`config.mk`:
```
export PLATFORM = sky130hd
export DESIGN_NAME = imm_extend_pipe
export DESIGN_NICKNAME = d
export VERILOG_FILES = /design/src/rtl/riscv_pkg.sv /design/src/rtl/imm_decode.sv /design/src/rtl/imm_extend_pipe.sv
export SDC_FILE = /design/constraint.sdc
export NUM_CORES = 1
export LEC_CHECK = 0
export CAP_MARGIN = 30
export CORE_ASPECT_RATIO = 0.6
export CORE_UTILIZATION = 51
export DETAILED_ROUTE_END_ITERATION = 7
export PLACE_DENSITY_LB_ADDON = 0.3
export SLEW_MARGIN = 20
export SYNTH_ARGS = -nofsm -noshare
export SYNTH_HDL_FRONTEND = slang
export SYNTH_SLANG_ARGS = --single-unit
```
`constraint.sdc`:
```
create_clock -name clk -period 2 [get_ports clk]
set_input_delay 0.4 -clock clk [delete_from_list [all_inputs] [get_ports clk]]
set_output_delay 0.4 -clock clk [all_outputs]
set_load 0.03 [all_outputs]
```
`src/rtl/riscv_pkg.sv`:
```
// Shared RISC-V decode definitions.
//   - ImmSrc format-select encodings used by the immediate generator
//   - default immediate width
package riscv_pkg;

  localparam int XLEN_DEFAULT = 32;

  // Format select encodings; 3'b110 and 3'b111 are illegal.
  localparam logic [2:0] IMM_I = 3'b000;
  localparam logic [2:0] IMM_S = 3'b001;
  localparam logic [2:0] IMM_B = 3'b010;
  localparam logic [2:0] IMM_U = 3'b011;
  localparam logic [2:0] IMM_J = 3'b100;
  localparam logic [2:0] IMM_Z = 3'b101;

endpackage

```
`src/rtl/imm_decode.sv`:
```
// Combinational RISC-V immediate extraction.
//   instr   : full 32-bit instruction word
//   imm_src : format select (I/S/B/U/J/Z, others illegal)
//   imm     : sign- or zero-extended immediate, XLEN wide (XLEN >= 32)
//   illegal : imm_src was not a defined format (imm forced to 0)
module imm_decode
  import riscv_pkg::*;
#(
  parameter int XLEN = XLEN_DEFAULT
) (
  input  logic [31:0]     instr,
  input  logic [2:0]      imm_src,
  output logic [XLEN-1:0] imm,
  output logic            illegal
);

  // Opcode bits never feed an immediate.
  logic unused_opcode;
  assign unused_opcode = ^instr[6:0];

  logic [31:0] low;  // immediate as a 32-bit value
  logic        sgn;  // fill for bits above 31 when XLEN=64

  always_comb begin
    low     = '0;
    sgn     = instr[31];
    illegal = 1'b0;
    case (imm_src)
      IMM_I: low = {{20{instr[31]}}, instr[31:20]};
      IMM_S: low = {{20{instr[31]}}, instr[31:25], instr[11:7]};
      IMM_B: low = {{19{instr[31]}}, instr[31], instr[7], instr[30:25],
                    instr[11:8], 1'b0};
      IMM_U: low = {instr[31:12], 12'b0};
      IMM_J: low = {{11{instr[31]}}, instr[31], instr[19:12], instr[20],
                    instr[30:21], 1'b0};
      IMM_Z: begin
        low = {27'b0, instr[19:15]};
        sgn = 1'b0;
      end
      default: begin
        sgn     = 1'b0;
        illegal = 1'b1;
      end
    endcase
    // Fill the full width with the sign, then drop in the low word; avoids a
    // zero-width replication when XLEN=32.
    imm       = {XLEN{sgn}};
    imm[31:0] = low;
  end

endmodule

```
`src/rtl/imm_extend_pipe.sv`:
```
// Registered immediate generator with valid/ready handshake and a one-entry
// skid buffer.
//   clk, rst_n              : clock, async active-low reset
//   flush                   : sync flush, drops OUT and SKID entries
//   in_valid/in_ready       : input handshake; in_ready is a register
//   in_instr/in_ImmSrc      : instruction and format select
//   in_tag                  : sideband carried with the entry
//   out_valid/out_ready     : output handshake
//   out_imm/out_tag/out_illegal : registered entry
//   illegal_cnt             : saturating count of accepted illegal entries
module imm_extend_pipe
  import riscv_pkg::*;
#(
  parameter int XLEN  = XLEN_DEFAULT,
  parameter int TAG_W = 5,
  parameter int CNT_W = 16
) (
  input  logic             clk,
  input  logic             rst_n,
  input  logic             flush,
  input  logic             in_valid,
  output logic             in_ready,
  input  logic [31:0]      in_instr,
  input  logic [2:0]       in_ImmSrc,
  input  logic [TAG_W-1:0] in_tag,
  output logic             out_valid,
  input  logic             out_ready,
  output logic [XLEN-1:0]  out_imm,
  output logic [TAG_W-1:0] out_tag,
  output logic             out_illegal,
  output logic [CNT_W-1:0] illegal_cnt
);

  typedef struct packed {
    logic [XLEN-1:0]  imm;
    logic [TAG_W-1:0] tag;
    logic             illegal;
  } entry_t;

  logic [XLEN-1:0] dec_imm;
  logic            dec_ill;
  entry_t          dec, out_q, skid_q;
  logic            out_vld, skid_vld;
  logic [CNT_W-1:0] cnt;
  logic            accept;

  imm_decode #(.XLEN(XLEN)) u_dec (
    .instr   (in_instr),
    .imm_src (in_ImmSrc),
    .imm     (dec_imm),
    .illegal (dec_ill)
  );

  assign dec.imm     = dec_imm;
  assign dec.tag     = in_tag;
  assign dec.illegal = dec_ill;

  // Ready depends only on skid occupancy, so there is no combinational path
  // from out_ready. A flush cycle never accepts.
  assign accept = in_valid & ~skid_vld & ~flush;

  always_ff @(posedge clk or negedge rst_n) begin
    if (!rst_n) begin
      out_vld  <= 1'b0;
      skid_vld <= 1'b0;
      out_q    <= '0;
      skid_q   <= '0;
    end else if (flush) begin
      out_vld  <= 1'b0;
      skid_vld <= 1'b0;
    end else if (!out_vld || out_ready) begin
      // OUT is free this cycle: older skid entry has priority. When skid is
      // full, accept is already 0.
      if (skid_vld) begin
        out_q    <= skid_q;
        out_vld  <= 1'b1;
        skid_vld <= 1'b0;
      end else begin
        out_vld <= accept;
        if (accept) out_q <= dec;
      end
    end else if (accept) begin
      // OUT stalled: park the new entry.
      skid_q   <= dec;
      skid_vld <= 1'b1;
    end
  end

  // Counts at accept time, so entries flushed later are still counted.
  always_ff @(posedge clk or negedge rst_n) begin
    if (!rst_n)                                cnt <= '0;
    else if (accept && dec_ill && cnt != '1)   cnt <= cnt + 1'b1;
  end

  assign in_ready    = ~skid_vld;
  assign out_valid   = out_vld;
  assign out_imm     = out_q.imm;
  assign out_tag     = out_q.tag;
  assign out_illegal = out_q.illegal;
  assign illegal_cnt = cnt;

endmodule

```
==> flow_summary.json, run 1 <==
{
  "fp-row-count": 26,
  "yosys-top-cells-count": "dfrtp_1 (94), nand2_1 (69), nor2_1 (52)",
  "path_delay_family": "buffers and inverters",
  "critPathMaxFanout": 5,
  "required_ns": 1.60,
  "syn_area_mm2": 0.004700,
  "die_area_mm2": 0.009615,
  "synth_top_area_share_pct": 50.05,
  "slew_viol_final": 0,
  "synth.avg_cell_area_um2": 9.552,
  "yosys-top-cells-area": "dfrtp_1 (50%), nand2_1 (5.5%), o21ai_0 (4.7%)",
  "root_buffer": "clkbuf_16",
  "syn_to_final_growth_pct": 34.40,
  "cts_setup_buffers": 0,
  "power_per_cell_area_mw_per_mm2": 890.4,
  "yosys_most_used_dff": "dfrtp_1",
  "drt_iter0_markers": 358,
  "finalWorstSetupSlack_ns": 0.08113,
  "grt_max_degree": 48,
  "n_antenna_cell": 0,
  "period_share_pct": 95.94,
  "end_kind": "primary output",
  "reg2reg_depth": 5,
  "synth-edff-count": 0,
  "status": "completed",
  "routabilityCongestion": 0.8931,
  "clock_skew_ns": 0.005588,
  "track_usage_pct": 27.83,
  "core_region_area_mm2": 0.008718,
  "cpMaxStageDelayCell": "clkdlybuf4s50_1",
  "boundaryPins": 101,
  "wire_per_inst_um": 17.08,
  "worstMarginPinSlew_ns": 0.5130,
  "vias": 4158,
  "die_x_um": 125.9,
  "ys_warn_count": 0,
  "syn_nets": 538,
  "synth_largest_area_cell": "dfrtp_1",
  "htreeDepth": 3,
  "stdcell_count": 719,
  "antenna_found_initial": 0,
  "clkSlewWorstSetupHoldPaths_ns": 0.06,
  "ys_seq_area_share_pct": 50.05,
  "netlist_instances": 492,
  "maxSlewHeadroom_pct": 65.52,
  "die_h_um": 76.36,
  "r2r_slack_ns": 0.19,
  "drc_errors": 0,
  "numCtsBuffers": 9,
  "drtAntennaViolNets": 0,
  "cts_tree": "done",
  "period_minus_slack_ns": 1.919,
  "grt_pass1_vias": 4104,
  "insertion_delay_ns": 0.34,
  "drt_wl_total_um": 12280,
  "finalPower_mw": 5.624,
  "yosysMostFrequentCell": "dfrtp_1",
  "clock-sinks": 94,
  "cts_resized": 0,
  "min_path_type": "primary input to async pin",
  "fmax_mhz": 521.1,
  "rr_startpoint": "illegal_cnt[0]",
  "firstDrtPassIters": 5,
  "cp_data_arrival_time_ns": 1.52,
  "setup_violations": 0,
  "path_cells": "clkdlybuf4s50_1",
  "hold_buffers": 0,
  "portBuffers": 93,
  "dp_cells": 703,
  "vdd_drop_max_mv": 0.4969,
  "grt_pass1_wl_um": 20800,
  "vias_per_cell": 5.783,
  "crit_type": "flop to primary output",
  "clockBufferDepth": 2,
  "dp_hpwl_um": 8754,
  "drive_gt1_share_pct": 13.67,
  "cp_slowest_stage_delay_ns": 0.71,
  "rsz0062_at_grt": "no",
  "start_util_pct": 53.90,
  "layout.nets": 648,
  "async_flop_share_pct": 100.0,
  "grt_overflow": 0,
  "critPathLaunchType": "flop",
  "timing.rr.end": "illegal_cnt[1]",
  "crit_buf_inv": 1,
  "synthDistinctLibCells": 53,
  "p_leak_nw": 2.729,
  "dp_slack_ns": -0.1779,
  "ys_seq_elements": 94,
  "maxCapViolCount": 0,
  "hold_viol": 0,
  "holdWs_ns": 0.03269
}
==> where the power goes <==
part / internal, mW / total (mW) / leakage [nW] / switching (mW)
Clock: 1.04 / 1.72 / 0.146 / 0.685
Sequential: 2.22 / 2.43 / 1.18 / 0.211
Combinational: 0.665 / 1.48 / 1.40 / 0.811
Total: 3.92 / 5.62 / 2.73 / 1.71
==> area by class of cell <==
| class | instances | area (um^2) |
|---|---|---|
| Clock inverter | 3 | 42.54 |
| Sequential cell | 94 | 2352 |
| Clock buffer | 13 | 260.3 |
| Timing Repair Buffer | 132 | 1331 |
| Tap cell | 112 | 140.1 |
| Inverter | 7 | 26.28 |
| Fill cell | 624 | 2402 |
| Multi-Input combinational cell | 358 | 2163 |
==> placed cells by master, fill, tap and decap left out, types with 6 or more instances in the layout <==
cell type        synthesis  layout
dfrtp_1                 94      94
clkdlybuf4s50_1          0      91
nand2_1                 69      69
nor2_1                  52      52
o21ai_0                 44      44
buf_4                    1      32
a31oi_1                 31      31
a21oi_1                 17      17
a21o_1                  16      16
mux2_2                  13      13
and2_1                  11      11
xor2_1                  11      11
nand2b_1                 9       9
mux2i_1                  9       9
clkbuf_16                0       9
buf_12                   0       9
inv_1                    7       7
a41oi_1                  7       7
nor3b_1                  7       7
nand3_1                  6       6
==> stage by stage <==
step / setup TNS (ns) / area, um^2 / utilization, %
finish: 0 / 6316 / 72.45
global route: 0 / 6316 / 72.45
CTS: 0 / 6314 / 72.42
detailed placement: -4.276 / 6011 / 68.94
global placement: -2.198 / 6011 / 68.94
floorplan: 0 / 4700 / -
==> sequential cells by signal, summed over array words and instances (netlist names) <==
register,count
skid_q,38
out_tag,5
out_valid,1
out_illegal,1
skid_vld,1
illegal_cnt,16
out_imm,32
==> worst max path at each step <==
stage,slack [ns],cells after the start,start,end
2_1_floorplan,0.13,5,illegal_cnt[0],illegal_cnt[1]
3_3_place_gp,-0.13,6,in_ImmSrc[2],out_imm[0]
3_5_place_dp,-0.18,7,in_ImmSrc[2],out_imm[3]
4_1_cts,0.07,1,illegal_cnt[4],illegal_cnt[4]
5_1_grt,0.01,7,in_ImmSrc[2],out_imm[3]
6_report,0.08,1,illegal_cnt[4],illegal_cnt[4]
==> cells by family (layout without fill, tap and decap cells) <==
group,after synthesis,in the layout,share of synthesized area [%]
buffers and inverters,40,155,4.100
adder cells (fa/ha/maj),2,2,0.5058
AO/OA/AOI/OAI,129,129,16.64
flip-flops,94,94,50.05
multiplexers,23,23,5.272
AND/OR/NAND/NOR,189,189,20.63
XOR/XNOR,15,15,2.795
==> layer usage <==
metal  vias up  part of all wire [%]  global-route usage [%]
met2       139                    45                   42.21
met5         -                     0                       0
met3        16                   6.1                   6.671
li1       1950                     -                       -
met4         0                   1.1                   7.590
met1      2053                    48                   39.98
Power figures use the tool's default switching activity.
==> run 2, diff against run 1 <==
--- a/config.mk
+++ b/config.mk
@@ -7,7 +7,9 @@
 export LEC_CHECK = 0
 export CAP_MARGIN = 30
 export CORE_ASPECT_RATIO = 0.6
-export CORE_UTILIZATION = 51
+export CORE_UTILIZATION = 53
+export CTS_BUF_LIST = sky130_fd_sc_hd__clkbuf_4 sky130_fd_sc_hd__clkbuf_8
+export CTS_CLUSTER_DIAMETER = 150
 export DETAILED_ROUTE_END_ITERATION = 7
 export PLACE_DENSITY_LB_ADDON = 0.3
 export SLEW_MARGIN = 20
==> run 2 against run 1 <==
Net effect:
- clock skew grew 0.0013 ns
- combinational power about the same
- sequential share of layout area up 0.87 points
- fmax fell by 1.8%
- critical path depth is the same
- utilization shrank 0.30 points
- largest cell class unchanged
==> flow_summary.json, run 2 (synthesized netlist as in run 1, its figures left out) <==
{
  "drc_errors": 0,
  "cpMaxStageDelayCell": "clkdlybuf4s50_1",
  "die_x_um": 123.6,
  "crit_path_start": "illegal_cnt[4]",
  "die_h_um": 74.94,
  "portBuffers": 93,
  "power_per_cell_area_mw_per_mm2": 845.3,
  "maxCapViolCount": 0,
  "cts_resized": 0,
  "dp_hpwl_um": 8703,
  "clock-sinks": 94,
  "top_register": "skid_q",
  "placed_area_mm2": 0.005953,
  "end_kind": "primary output",
  "required_ns": 1.60,
  "fp-row-count": 26,
  "timing.hold.worst_path_depth": 1,
  "clock_skew_ns": 0.006897,
  "hold_path_end": "skid_q[24]",
  "fmax_mhz": 511.8,
  "crit_buf_inv": 1,
  "period_minus_slack_ns": 1.954,
  "root_buffer": "clkbuf_8",
  "insertion_delay_ns": 0.37,
  "combPwrFrac_pct": 27.9,
  "start_util_pct": 54.93,
  "final_common_cell": "dfrtp_1",
  "setup_violations": 0,
  "wire_per_inst_um": 17.02,
  "n_antenna_cell": 0,
  "vias": 4164,
  "syn_to_final_growth_pct": 31.34,
  "reg2reg_depth": 5,
  "track_usage_pct": 27.80,
  "grt_overflow": 0,
  "routabilityCongestion": 0.9293,
  "clockBufferDepth": 2,
  "maxSlewHeadroom_pct": 66.85,
  "cts_setup_buffers": 0,
  "p_leak_nw": 2.657,
  "layout.nets": 643,
  "cp_slowest_stage_delay_ns": 0.72,
  "drtAntennaViolNets": 0,
  "rsz0062_at_grt": "no",
  "crit_type": "flop to primary output",
  "clkSlewWorstSetupHoldPaths_ns": 0.09,
  "switching_share_pct": 32.13,
  "drt_wl_total_um": 12160,
  "critPathLaunchType": "flop",
  "p_switching_mw": 1.676,
  "numCtsBuffers": 9,
  "worstHoldStart": "skid_q[24]",
  "grt_max_degree": 43,
  "drive_gt1_share_pct": 12.96,
  "path_delay_family": "buffers and inverters",
  "htreeDepth": 3,
  "grt_pass1_vias": 3849,
  "die_area_mm2": 0.009260,
  "critPathMaxFanout": 5,
  "status": "completed",
  "r2r_slack_ns": 0.21,
  "largest_reg_flops": 38,
  "min_path_type": "flop to flop",
  "vias_per_cell": 5.832,
  "antenna_found_initial": 0,
  "grt_pass1_wl_um": 19200,
  "holdWs_ns": 0.4884,
  "intPower_mw": 3.541,
  "hold_viol": 0,
  "timing.rr.end": "illegal_cnt[1]",
  "vdd_drop_max_mv": 0.6858,
  "path_cells": "clkdlybuf4s50_1",
  "seq_power_share_pct": 46.5,
  "period_share_pct": 97.70,
  "slew_viol_final": 0,
  "tns_ns": 0,
  "cp_data_arrival_time_ns": 1.55,
  "cts_tree": "done",
  "boundaryPins": 101,
  "rr_startpoint": "illegal_cnt[0]",
  "core_region_area_mm2": 0.008556,
  "mostFrequentLayoutCells": "dfrtp_1 (94), clkdlybuf4s50_1 (91), nand2_1 (69), nor2_1 (52), o21ai_0 (44)",
  "firstDrtPassIters": 5,
  "clkPwrFrac_pct": 25.6,
  "worstMarginPinSlew_ns": 0.4960,
  "final_area_mm2": 0.006172,
  "drt_iter0_markers": 353
}
[run 2: cell types whose count changed in the layout (fill, tap and decap cells not counted), sizes merged]
cell	before	now
dlygate4sd3	0	1
buf	41	35
[run 2: layer usage]
metal  share of wire (%)  GRT usage, %  vias up  wire length (um)
li1                    -             -     1933                 -
met1                  46         38.75     2019              5552
met2                  45         42.95      193              5529
met3                 7.3         6.667       19               886
met4                 1.5         9.906        0               187
met5                   0             0        -                 0
[run 2: area by class of cell]
| class | instances | area, um^2 |
|---|---|---|
| clock buffer | 13 | 166.4 |
| clock inverter | 3 | 42.54 |
| fill | 630 | 2384 |
| inverter | 7 | 26.28 |
| multi-input combinational | 358 | 2161 |
| sequential | 94 | 2352 |
| tap | 112 | 140.1 |
| timing repair buffer | 127 | 1284 |
[run 2: worst max-delay path by stage]
stage	endpoint	cells past startpoint
after floorplan	illegal_cnt[1]	5
after global placement	out_imm[15]	6
final	illegal_cnt[4]	1
after global routing	illegal_cnt[4]	1
after detailed placement	out_imm[13]	6
after CTS	illegal_cnt[4]	1
[run 2: timing repair]
item,CTS,global route
endpoints found under the hold margin,31,0
hold buffers,1,0
endpoints found under the setup margin,0,1
[run 2: power groups by stage]
stage,sequential [mW],clock [mW],combinational [mW]
after detailed placement,2.46,0,1.46
after floorplan,2.75,0,0.470
after CTS,2.42,1.36,1.47
after global placement,2.43,0,1.42
final,2.42,1.34,1.46
after global routing,2.46,1.43,1.58
[run 2: stage by stage]
stage          instances  setup slack (ns)  utilization, %  total power, mW
3_5_place_dp         697           -0.1347           69.58            3.916
4_1_cts              714           0.02999           72.14            5.241
6_report             714           0.04594           72.14            5.217
3_3_place_gp         697          -0.04813           69.58            3.851
2_1_floorplan        492            0.1275               -            3.225
5_1_grt              714          0.008835           72.14            5.472
